$ cat src/rtl/ifc_pkg.sv
// Shared types and constants for the IFC receive word packer.
package ifc_pkg;

  typedef enum logic [1:0] {
    IDLE   = 2'd0,
    EVEN   = 2'd1,
    ODD    = 2'd2,
    CRC_WR = 2'd3
  } ifc_state_e;

  localparam logic [15:0] CRC_POLY = 16'h1021;
  localparam logic [15:0] CRC_INIT = 16'hFFFF;
  localparam logic [7:0]  PAD_BYTE = 8'h00;

  // CRC-16/CCITT-FALSE, one byte, MSB first.
  function automatic logic [15:0] crc16_byte(input logic [15:0] crc_in, input logic [7:0] data);
    logic [15:0] c;
    c = crc_in ^ {data, 8'h00};
    for (int i = 0; i < 8; i++) begin
      c = c[15] ? ({c[14:0], 1'b0} ^ CRC_POLY) : {c[14:0], 1'b0};
    end
    return c;
  endfunction

endpackage

$ cat src/rtl/ifc_crc16.sv
// Registered byte-wise CRC-16 accumulator with clear/enable.
module ifc_crc16
  import ifc_pkg::*;
(
  input  logic        clk,
  input  logic        rst_n,
  input  logic        clr,
  input  logic        en,
  input  logic [7:0]  data,
  output logic [15:0] crc
);

  // clr together with en restarts the CRC from the seed and folds in this byte.
  always_ff @(posedge clk) begin
    if (!rst_n) begin
      crc <= CRC_INIT;
    end else if (en) begin
      crc <= crc16_byte(clr ? CRC_INIT : crc, data);
    end else if (clr) begin
      crc <= CRC_INIT;
    end else begin
      crc <= crc;
    end
  end

endmodule

$ cat src/rtl/ifc_word_packer.sv
// Packs framed IFC bytes into 16-bit buffer words and tracks buffer occupancy.
// Optional trailing CRC word is enabled with the IFC_PACKER_CRC_EN macro.
module ifc_word_packer
  import ifc_pkg::*;
#(
  parameter int BUFFER_SIZE    = 10,
  parameter int DATA_WIDTH     = 16,
  parameter int TIMEOUT_CYCLES = 255,
  parameter int LEVEL_WIDTH    = 8
) (
  input  logic                   clk,
  input  logic                   rst_n,
  input  logic                   byte_valid,
  input  logic [7:0]             byte_data,
  input  logic                   frame_start,
  input  logic                   frame_end,
  output logic                   byte_ready,
  input  logic                   buf_read,
  output logic                   write_enable,
  output logic [DATA_WIDTH-1:0]  wr_data,
  output logic [LEVEL_WIDTH-1:0] level,
  output logic                   overflow,
  output logic                   frame_err,
  output logic                   busy
);

  localparam int TW = (TIMEOUT_CYCLES > 1) ? $clog2(TIMEOUT_CYCLES + 1) : 1;
  localparam logic [TW-1:0] TMO_LAST = TW'(TIMEOUT_CYCLES - 1);
  localparam logic [LEVEL_WIDTH-1:0] LVL_FULL = LEVEL_WIDTH'(BUFFER_SIZE);
`ifdef IFC_PACKER_CRC_EN
  localparam ifc_state_e END_STATE = CRC_WR;
`else
  localparam ifc_state_e END_STATE = IDLE;
`endif

  ifc_state_e            state_r;
  ifc_state_e            next_state_s;
  logic [7:0]            hold_r;
  logic [TW-1:0]         tmo_cnt_r;
  logic                  accept_s;
  logic                  in_frame_s;
  logic                  load_hold_s;
  logic                  word_due_s;
  logic [DATA_WIDTH-1:0] word_s;
  logic                  err_s;
  logic                  tmo_fire_s;
  logic                  read_eff_s;
  logic [LEVEL_WIDTH-1:0] level_next_s;
  logic                  full_s;

  assign accept_s   = byte_valid & byte_ready;
  assign in_frame_s = (state_r == EVEN) || (state_r == ODD);
  assign read_eff_s = buf_read && (level != '0);

`ifdef IFC_PACKER_CRC_EN
  logic [15:0] crc_s;
  logic        crc_clr_s;
  logic        crc_en_s;

  assign crc_clr_s = accept_s && frame_start;
  assign crc_en_s  = accept_s && (frame_start || in_frame_s);

  ifc_crc16 u_crc (
    .clk   (clk),
    .rst_n (rst_n),
    .clr   (crc_clr_s),
    .en    (crc_en_s),
    .data  (byte_data),
    .crc   (crc_s)
  );
`endif

  // Occupancy as it will be after this cycle's registered write and read.
  always_comb begin
    level_next_s = level;
    case ({write_enable, read_eff_s})
      2'b10:   level_next_s = level + LEVEL_WIDTH'(1);
      2'b01:   level_next_s = level - LEVEL_WIDTH'(1);
      default: level_next_s = level;
    endcase
  end

  assign full_s = (level_next_s >= LVL_FULL);

  // Next-state, word assembly and error detection.
  always_comb begin
    next_state_s = state_r;
    load_hold_s  = 1'b0;
    word_due_s   = 1'b0;
    word_s       = '0;
    err_s        = 1'b0;
    tmo_fire_s   = 1'b0;
    if (accept_s) begin
      if (frame_start) begin
        // A start inside a frame abandons the old frame and restarts here.
        err_s = (state_r != IDLE);
        if (frame_end) begin
          word_due_s   = 1'b1;
          word_s       = {byte_data, PAD_BYTE};
          next_state_s = END_STATE;
        end else begin
          load_hold_s  = 1'b1;
          next_state_s = ODD;
        end
      end else begin
        case (state_r)
          EVEN: begin
            if (frame_end) begin
              word_due_s   = 1'b1;
              word_s       = {byte_data, PAD_BYTE};
              next_state_s = END_STATE;
            end else begin
              load_hold_s  = 1'b1;
              next_state_s = ODD;
            end
          end
          ODD: begin
            word_due_s   = 1'b1;
            word_s       = {hold_r, byte_data};
            next_state_s = frame_end ? END_STATE : EVEN;
          end
          default: err_s = 1'b1;
        endcase
      end
    end else if (in_frame_s && (tmo_cnt_r == TMO_LAST)) begin
      tmo_fire_s   = 1'b1;
      err_s        = 1'b1;
      next_state_s = IDLE;
      if (state_r == ODD) begin
        word_due_s = 1'b1;
        word_s     = {hold_r, PAD_BYTE};
      end else begin
        word_due_s = 1'b0;
      end
`ifdef IFC_PACKER_CRC_EN
    end else if (state_r == CRC_WR) begin
      word_due_s   = 1'b1;
      word_s       = {crc_s[15:8], crc_s[7:0]};
      next_state_s = IDLE;
`endif
    end else begin
      next_state_s = state_r;
    end
  end

  // State, timeout counter and all registered outputs.
  always_ff @(posedge clk) begin
    if (!rst_n) begin
      state_r      <= IDLE;
      hold_r       <= 8'h00;
      tmo_cnt_r    <= '0;
      write_enable <= 1'b0;
      wr_data      <= '0;
      level        <= '0;
      overflow     <= 1'b0;
      frame_err    <= 1'b0;
      busy         <= 1'b0;
    end else begin
      state_r   <= next_state_s;
      busy      <= (next_state_s != IDLE);
      frame_err <= err_s;
      level     <= level_next_s;
      if (load_hold_s) begin
        hold_r <= byte_data;
      end
      if (accept_s || tmo_fire_s || !in_frame_s) begin
        tmo_cnt_r <= '0;
      end else begin
        tmo_cnt_r <= tmo_cnt_r + TW'(1);
      end
      write_enable <= word_due_s && !full_s;
      if (word_due_s && !full_s) begin
        wr_data <= word_s;
      end
      if (word_due_s && full_s) begin
        overflow <= 1'b1;
      end
    end
  end

`ifdef IFC_PACKER_CRC_EN
  // Input is stalled for the single cycle spent emitting the CRC word.
  always_ff @(posedge clk) begin
    if (!rst_n) begin
      byte_ready <= 1'b1;
    end else begin
      byte_ready <= (next_state_s != CRC_WR);
    end
  end
`else
  assign byte_ready = 1'b1;
`endif

endmodule

$ cat config.mk
export PLATFORM = sky130hd
export DESIGN_NAME = ifc_word_packer
export DESIGN_NICKNAME = d
export VERILOG_FILES = /design/src/rtl/ifc_pkg.sv /design/src/rtl/ifc_crc16.sv /design/src/rtl/ifc_word_packer.sv
export SDC_FILE = /design/constraint.sdc
export NUM_CORES = 1
export LEC_CHECK = 0
export ABC_CLOCK_PERIOD_IN_PS = 4500
export BUFFER_PORTS_ARGS = -buffer_cell sky130_fd_sc_hd__buf_2
export CAP_MARGIN = 20
export CORE_UTILIZATION = 45
export DETAILED_ROUTE_END_ITERATION = 16
export GPL_TIMING_DRIVEN = 0
export PLACE_DENSITY = 0.66
export SYNTH_ARGS = -nofsm -noshare
export SYNTH_HDL_FRONTEND = slang
export SYNTH_SLANG_ARGS = --single-unit
export TNS_END_PERCENT = 50
$ cat constraint.sdc
create_clock -name clk -period 4.5 [get_ports clk]
set_input_delay 0.675 -clock clk [delete_from_list [all_inputs] [get_ports clk]]
set_output_delay 0.675 -clock clk [all_outputs]
set_load 0.1 [all_outputs]
==> metrics.yaml, run 1 <==
route:
  via_per_inst: 5.147
  finalWirelength_um: 5052
  dr.pass1.iters: 4
  drcViolationCount: 0
  num_vias: 1997
  wl_per_cell_um: 13.02
  drt.antenna.violating_nets: 0
  drt_iter0_markers: 78
synth:
  synthArstFlopShare_pct: 0
  synth_adder_area_share_pct: 6.996
  ys_ff_latch: 46
  synth_top_family_by_area: "compound AO/OA/AOI/OAI gates"
  synth_edf_count: 0
  synth-compound-area-share_pct: 17.39
  synth_xor_area_share_pct: 3.909
  syn-num-nets: 298
  syn_area_mm2: 0.002432
  avgSynthCellArea_um2: 8.975
  synth_mux_area_share_pct: 10.70
  syn_inst: 271
  ys_seq_area_share_pct: 37.86
  yosys.area_share.simple_pct: 16.82
  ys_warn_count: 0
  synth_cell_types: 50
  synthFlopType: "dfxtp_1"
power_and_ir_drop:
  netSwitchingPower_uw: 634.0
  total_power_mw: 1.432
  seqPwrFrac_pct: 32.4
  irDropWorstVdd_mv: 0.2729
  clkPwrFrac_pct: 18.1
  p_int_uw: 798.4
  pwr-share-comb_pct: 49.5
  power_density_mw_per_mm2: 510.4
  p_sw_share_pct: 44.26
  p_leak_nw: 1.388
timing:
  hold_ws_ps: 455.9
  maxSlewViolCount: 0
  tns_ps: 0
  hold_viol: 0
  period_share_pct: 80.16
  final-setup-viol-count: 0
  max_clock_freq_mhz: 277.2
  tightest_slew_ps: 659.3
  relSlewSlack_pct: 56.04
  fin_crit_ps: 3607
  clock_skew_ps: 6.488
  rsz0062_at_grt: "false"
placed_design:
  io_buffers: 39
  hpwl_um: 3734
  placed_cells: 380
  finalWeightedCongestion: 0.8423
critical_path:
  crit_path_end_kind: "register"
  cp_max_fo: 10
  crit_type: "reg2reg"
  crit_arrival_ps: 3800
  required_ps: 4690
  start_kind: "register"
floorplan:
  start_util_pct: 47.02
  die_area_mm2: 0.005703
  coreArea_mm2: 0.005172
  row_count: 26
  io-pin-count: 43
  dieHeight_um: 75.52
  chipWidth_um: 75.52
clock_tree:
  post-cts-setup-buffer-count: 0
  numCtsBuffers: 5
  clkSinkCount: 46
  clk_path_buf_depth: 2
  hold_buffers: 0
  cts_resized: 0
  h-tree-depth: 2
  cts_tree: "built"
  clockRootBuffer: "clkbuf_8"
  worstSkewPairLatency_ps: 300
  clk_pin_slew_worst_paths_ps: 80
global_routing:
  antenna_found_initial: 0
  grt_use_total_pct: 18.69
  overflow: 0
  grt_first_pass_wirelength_um: 7914
  grt_max_degree: 14
  grt_pass1_vias: 1685
cells_and_area:
  regArea_um2: 920.9
  final_cell_mix: "nand2_1, dfxtp_1, buf_2"
  area_growth_pct: 15.38
  antenna_cells: 0
  final_nets: 344
  multiInputGateArea_mm2: 0.001361
  n_fill_cell: 518
  stdcell_count: 388
  drive_gt1_share_pct: 18.24
  final_common_cell: "nand2_1"
outcome:
  outcome: "complete, no violations"
min_path:
  hold_class: "reg2reg"
run:
  maxCapViolCount: 0
## stage by stage
step	setup slack, ps	instance area [um^2]	utilization [%]
6_report	892.6	2806	54.26
5_1_grt	669.9	2806	54.26
4_1_cts	878.2	2806	54.26
3_5_place_dp	820.9	2715	52.49
3_3_place_gp	862.5	2715	52.49
2_1_floorplan	609.6	2432	-
## flip-flops by register name, summed over array words and instances (netlist names)
register and cells:
busy 1, frame_err 1, hold_r 8, level 8
overflow 1, state_r 2, tmo_cnt_r 8, wr_data 16
write_enable 1
## final cells by class
cell class                 count  share of cell area [%]
timing repair buffer          39                   6.955
multi-input combinational    203                   48.51
clock buffer                   7                   3.076
inverter                       9                   1.204
sequential                    46                   32.81
tap                           70                   3.121
buffer                        13                   4.146
clock inverter                 1                  0.1783
## cells in the mapped netlist, drive strengths merged (4+ instances only)
library cell / number / area (um^2)
nand2: 47 / 176.4
inv: 8 / 30.03
xor2: 5 / 43.79
ha: 12 / 150.1
dfxtp: 46 / 920.9
mux2i: 26 / 260.3
nand3: 5 / 25.02
nor2: 28 / 105.1
a21o: 4 / 31.28
buf: 7 / 76.32
o21ai: 7 / 35.03
a22o: 10 / 87.58
o211ai: 4 / 40.03
xnor2: 5 / 51.30
a21oi: 12 / 60.06
## metal layers
layer	global-route usage, %	up-vias	part of all wire [%]
li1	-	1039	-
met1	26.26	908	51
met2	27.38	40	43
met3	3.968	10	3.9
met4	8.642	0	2.2
met5	0	-	0
## cell families (layout without fill, tap and decap cells)
| logic type | Yosys count | count (layout) |
|---|---|---|
| simple gates | 96 | 96 |
| compound gates | 57 | 57 |
| flops | 46 | 46 |
| mux | 26 | 26 |
| buf+inv | 22 | 69 |
| fa+ha+maj | 13 | 13 |
| xor+xnor | 10 | 10 |
| other cells | 1 | 1 |
## critical path: stages, from the launching register on
cell and delay (ps):
dfxtp_1 360, nor4_1 380, a21boi_0 150, ha_1 350, ha_1 400, a2111o_1 450, a211o_1 310, o211ai_2 110
o211ai_2 130, a2111o_1 430, buf_6 150, buf_12 150, mux2i_1 110
## path summary, 6_finish.rpt
kind / startpoint / end / slack (ps) / depth (start not counted)
max: level[5] / wr_data[4] / 890 / 12
min: wr_data[14] / wr_data[14] / 460 / 2
max reg2reg: level[5] / wr_data[4] / 890 / 12
min reg2reg: wr_data[14] / wr_data[14] / 460 / 2
## power groups by stage
stage | Combinational [mW] | Clock (mW) | Sequential (mW)
4_1_cts | 0.709 | 0.268 | 0.463
3_5_place_dp | 0.704 | 0 | 0.473
3_3_place_gp | 0.702 | 0 | 0.472
5_1_grt | 0.771 | 0.285 | 0.469
2_1_floorplan | 0.427 | 0 | 0.630
6_report | 0.709 | 0.259 | 0.464
Note: power is estimated with default switching activity, not from simulation.
==> inputs of run 2 (changes only) <==
Settings changed: ABC_CLOCK_PERIOD_IN_PS 4500 to 3050, PLACE_DENSITY 0.66 to 0.69.
Clock period 4.5 ns to 3.05 ns, I/O delays scaled along.
==> run 2 against run 1 <==
Net effect:
- the run now ends with negative setup slack left
- clock skew is 1.2 ps lower
- clock power is 49% higher
- setup slack worse by 1100 ps
- hold slack worse by 42 ps
- largest power group unchanged
- sequential power is 52% higher
- count of clock-buffer cells in the layout stayed put
- core utilization is 6.9 points higher
- critical endpoint is now wr_data[6]
- sequential cell count stayed put
==> metrics.yaml, run 2 (synthesis results as in run 1) <==
placed_design:
  hpwl_um: 3725
  placed_cells: 380
  finalWeightedCongestion: 0.8761
  io_buffers: 39
cells_and_area:
  drive_gt1_share_pct: 29.08
  final_cell_mix: "nand2_1, buf_2, dfxtp_1"
  antenna_cells: 0
  final_core_util_pct: 61.13
  largest_register: "wr_data"
  stdcell_count: 407
  area_growth_pct: 29.99
  final_nets: 363
  final_common_cell: "nand2_1"
  largest_reg_flops: 16
timing:
  setup_ws_ps: -208.5
  final-setup-viol-count: 16
  tightest_slew_ps: 613.2
  relSlewSlack_pct: 59.12
  rsz0062_at_grt: "true"
  fin_crit_ps: 3258
  clock_skew_ps: 5.302
  period_share_pct: 106.8
  max_clock_freq_mhz: 306.9
  hold_viol: 0
  maxSlewViolCount: 0
clock_tree:
  clkSinkCount: 46
  worstSkewPairLatency_ps: 290
  numCtsBuffers: 5
  cts_tree: "built"
  clk_pin_slew_worst_paths_ps: 90
  clk_path_buf_depth: 2
  h-tree-depth: 2
  hold_buffers: 0
  clockRootBuffer: "clkbuf_8"
critical_path:
  rrSetupSlack_ps: -210
  crit_path_end_kind: "register"
  r2r-start: "level[1]"
  worst-r2r-cell-count: 14
  crit_arrival_ps: 3450
  required_ps: 3240
  cpPeakStageDelay_ps: 440
  crit_slowest_cell: "a2111o_1"
  path_cells: "nor4_4 > a21boi_2 > ha_4 > buf_12 > ha_4 > a211o_1 > buf_4 > a211o_1 > o211ai_2 > o211ai_2 > a2111o_1 > buf_6 > buf_12 > mux2i_1"
  crit_family: "compound AO/OA/AOI/OAI gates"
  crit_type: "reg2reg"
  start_kind: "register"
  cp_max_fo: 5
  reg2reg_to: "wr_data[6]"
  cp_num_buf_inv: 4
route:
  drt_iter0_markers: 97
  dr.pass1.iters: 4
  drcViolationCount: 0
  via_per_inst: 5.209
  finalWirelength_um: 5527
  num_vias: 2120
  wl_per_cell_um: 13.58
  drt.antenna.violating_nets: 0
power_and_ir_drop:
  irDropWorstVdd_mv: 0.5154
  p_leak_nw: 1.524
  power_density_mw_per_mm2: 828.8
  total_power_mw: 2.621
outcome:
  violations: "negative setup slack"
  outcome: "finished with violations"
floorplan:
  coreArea_mm2: 0.005172
  die_area_mm2: 0.005703
  start_util_pct: 47.02
  chipWidth_um: 75.52
  dieHeight_um: 75.52
  row_count: 26
  io-pin-count: 43
min_path:
  hold_class: "in2reg"
  hold_depth: 3
  hp-start: "byte_data[2]"
  hold_end: "wr_data[2]"
run:
  maxCapViolCount: 0
global_routing:
  met2_usage_pct: 30.16
  grt_max_degree: 14
  grt_first_pass_wirelength_um: 8224
  grt_pass1_vias: 1811
  gr-max-usage-layer: "met2"
  antenna_found_initial: 0
  use_met1_pct: 25.73
  grt_use_total_pct: 18.99
  grtUsageMet3_pct: 4.365
  overflow: 0
[run 2: cell count changes in the layout (fill, tap and decap cells not counted), moves of 2 or more]
cell | previous run | this run
dfxtp_4 | 0 | 8
buf_4 | 1 | 15
ha_1 | 12 | 7
nor4_4 | 0 | 2
nor4_1 | 2 | 0
dfxtp_1 | 46 | 37
buf_12 | 1 | 4
ha_4 | 0 | 5
[run 2: how the worst max path moves through the flow]
| stage | startpoint | end | slack [ps] | depth (start not counted) |
|---|---|---|---|---|
| after detailed placement | level[2] | wr_data[4] | -330 | 12 |
| after floorplan | level[5] | wr_data[10] | -180 | 12 |
| final | level[1] | wr_data[6] | -210 | 14 |
| after global routing | level[4] | wr_data[7] | -280 | 14 |
| after global placement | level[2] | wr_data[5] | -350 | 12 |
| after CTS | level[1] | wr_data[7] | -150 | 13 |
[run 2: what timing repair did]
action / CTS / global route
pin swaps: 9 / 15
buffers inserted: 11 / 7
setup endpoints to repair: 16 / 18
resized for setup: 10 / 7
cloned: 1 / 0
[run 2: where the power goes]
group | internal [mW] | switching, mW
Clock | 0.183 | 0.201
Sequential | 0.653 | 0.0517
Combinational | 0.698 | 0.833
Total | 1.53 | 1.09
[run 2: cell type report]
class                           instances  area, um^2
Clock inverter                          1       5.005
Fill cell                             459        2011
Buffer                                 13       116.4
Tap cell                               70       87.58
Timing Repair Buffer                   58       399.1
Clock buffer                            7       86.33
Multi-Input combinational cell        203        1481
Inverter                                9       33.78
Sequential cell                        46       952.2
[run 2: worst register-to-register path, delay by kind of cell (launching register included)]
family	cells	cell delay, ps
mux	1	110
flops	1	360
buf+inv	4	590
simple gates	1	300
fa+ha+maj	2	410
compound gates	6	1390
[run 2: routing by layer]
metal	vias to the layer above	wire [um]
li1	1077	-
met1	993	2672
met2	43	2604
met3	7	189
met4	0	61
met5	-	0
[run 2: through the flow]
| stage | instance area [um^2] | setup TNS, ps | hold WS, ps | setup slack (ps) |
|---|---|---|---|---|
| after detailed placement | 2786 | -4324 | 447.6 | -334.8 |
| after CTS | 3068 | -2195 | 413.8 | -154.3 |
| final | 3162 | -3023 | 414.4 | -208.5 |
| after floorplan | 2504 | -1987 | 429.7 | -176.0 |
| after global routing | 3162 | -4379 | 427.1 | -283.4 |
| after global placement | 2786 | -4567 | 442.2 | -345.4 |
==> inputs of run 3 (changes only) <==
Settings changed: CORE_UTILIZATION 45 to 47, PLACE_DENSITY 0.69 to 0.72.
==> run 3 against run 2 <==
Net effect:
- the flow still finishes with violations (negative setup slack)
- clock skew rose by 4.1 ps
- global-route usage up 0.78 points
- die area decreased by 4.1%
- final cell count down 3.2%
- count of clock-buffer cells in the layout is 1 higher
- clock power rose by 11%
- largest cell class unchanged
- largest power group unchanged
- highest routed layer unchanged
==> metrics.yaml, run 3 (synthesis results as in run 1) <==
critical_path:
  crit_path_frequent_cell: "buf_6"
  cp_max_fo: 6
  crit_slowest_cell: "fa_2"
  crit_path_end_kind: "register"
  crit_type: "reg2reg"
  path_cells: "nor4_4 > a21boi_2 > ha_4 > buf_6 > fa_2 > buf_6 > xor2_2 > nor2_1 > nor2_1 > a221o_1 > a2111o_1 > buf_6 > buf_16 > mux2i_1"
  cpPeakStageDelay_ps: 370
  start_kind: "register"
  required_ps: 3240
  crit_arrival_ps: 3390
floorplan:
  die_area_mm2: 0.005467
  row_count: 25
  coreArea_mm2: 0.004848
  chipWidth_um: 73.94
  dieHeight_um: 73.94
  start_util_pct: 50.17
  io-pin-count: 43
clock_tree:
  cts_tree: "built"
  clk_pin_slew_worst_paths_ps: 80
  clkSinkCount: 46
  worstSkewPairLatency_ps: 300
  numCtsBuffers: 5
  clockRootBuffer: "clkbuf_8"
  hold_buffers: 0
  clk_path_buf_depth: 2
  h-tree-depth: 2
timing:
  clock_skew_ps: 9.440
  final-setup-viol-count: 16
  setup_ws_ps: -146.5
  maxSlewViolCount: 0
  hold_viol: 0
  relSlewSlack_pct: 59.01
  tightest_slew_ps: 614.8
  fin_crit_ps: 3197
  period_share_pct: 104.8
  rsz0062_at_grt: "true"
  max_clock_freq_mhz: 312.8
route:
  drt.antenna.violating_nets: 0
  via_per_inst: 5.299
  drt_iter0_markers: 81
  finalWirelength_um: 5306
  num_vias: 2088
  wl_per_cell_um: 13.47
  dr.pass1.iters: 4
  drcViolationCount: 0
placed_design:
  hpwl_um: 3706
  io_buffers: 39
  preCtsSetupSlack_ps: -352.1
  placed_cells: 377
  place_area_mm2: 0.002783
  finalWeightedCongestion: 0.7665
global_routing:
  grt_max_degree: 15
  grt_use_total_pct: 19.77
  grt_first_pass_wirelength_um: 8314
  overflow: 0
  antenna_found_initial: 0
  grt_pass1_vias: 1825
power_and_ir_drop:
  power_density_mw_per_mm2: 818.6
  p_leak_nw: 1.475
  irDropWorstVdd_mv: 0.5764
cells_and_area:
  final_nets: 353
  final_cell_mix: "nand2_1, buf_2, dfxtp_1"
  drive_gt1_share_pct: 26.61
  fin_area_mm2: 0.003065
  stdcell_count: 394
  antenna_cells: 0
  largest_register: "wr_data"
  n_fill_cell: 429
  largest_reg_flops: 16
  area_growth_pct: 26.03
  final_common_cell: "nand2_1"
run:
  maxCapViolCount: 0
min_path:
  hold_class: "in2reg"
outcome:
  violations: "negative setup slack"
  outcome: "finished with violations"
[run 3: cell count changes in the layout (fill, tap and decap cells not counted), sizes merged]
cell | previous run | this run
clkinv | 2 | 1
buf | 65 | 55
clkbuf | 10 | 11
[run 3: path summary, 6_finish.rpt]
| path | start | endpoint | slack [ps] | cells past startpoint |
|---|---|---|---|---|
| hold / removal | byte_data[2] | wr_data[2] | 410 | 3 |
| setup / recovery | level[2] | wr_data[3] | -150 | 14 |
| hold reg to reg | wr_data[0] | wr_data[0] | 460 | 2 |
| setup reg to reg | level[2] | wr_data[3] | -150 | 14 |
[run 3: worst max-delay path: cells and delay by family (launching register included)]
kind                     cells  cell delay [ps]
flip-flops                   1              360
multiplexers                 1              110
buffers and inverters        4              560
AO/OA/AOI/OAI                3              780
AND/OR/NAND/NOR              3              500
adder cells (fa/ha/maj)      2              590
XOR/XNOR                     1              170
[run 3: power breakdown]
part | switching [mW] | internal [mW] | total (mW)
Combinational | 0.793 | 0.579 | 1.37
Sequential | 0.0566 | 0.653 | 0.710
Clock | 0.194 | 0.234 | 0.428
Total | 1.04 | 1.47 | 2.51
[run 3: per-stage QoR]
step | setup TNS (ps) | utilization, % | hold slack, ps | total power [mW]
3_3_place_gp | -4690 | 57.39 | 442.7 | 1.808
6_report | -2194 | 63.23 | 412.7 | 2.509
2_1_floorplan | -1987 | - | 429.7 | 1.632
3_5_place_dp | -4591 | 57.39 | 448.0 | 1.827
5_1_grt | -3465 | 63.23 | 427.5 | 2.629
4_1_cts | -1309 | 62.74 | 411.2 | 2.459
[run 3: layer usage]
metal / vias to the layer above / track usage, % / share of wire, %
met1: 976 / 27.27 / 49
met4: 0 / 6.410 / 1.1
li1: 1056 / - / -
met5: - / 0 / 0
met2: 50 / 31.01 / 46
met3: 6 / 4.065 / 4.4
[run 3: area by class of cell]
type,count,area (um^2),area share (%)
repair buffers,48,302.8,9.878
flip-flops and latches,46,952.2,31.06
clock buffers,8,111.4,3.633
plain buffers,13,116.4,3.796
well taps,67,83.83,2.735
multi-input cells,203,1465,47.80
inverters,9,33.78,1.102
[run 3: repair_timing]
item,4_1_cts,5_1_grt
cloned,1,0
gates resized for setup,13,2
buffers inserted,7,1
pin swaps,5,0
endpoints found under the setup margin,16,17
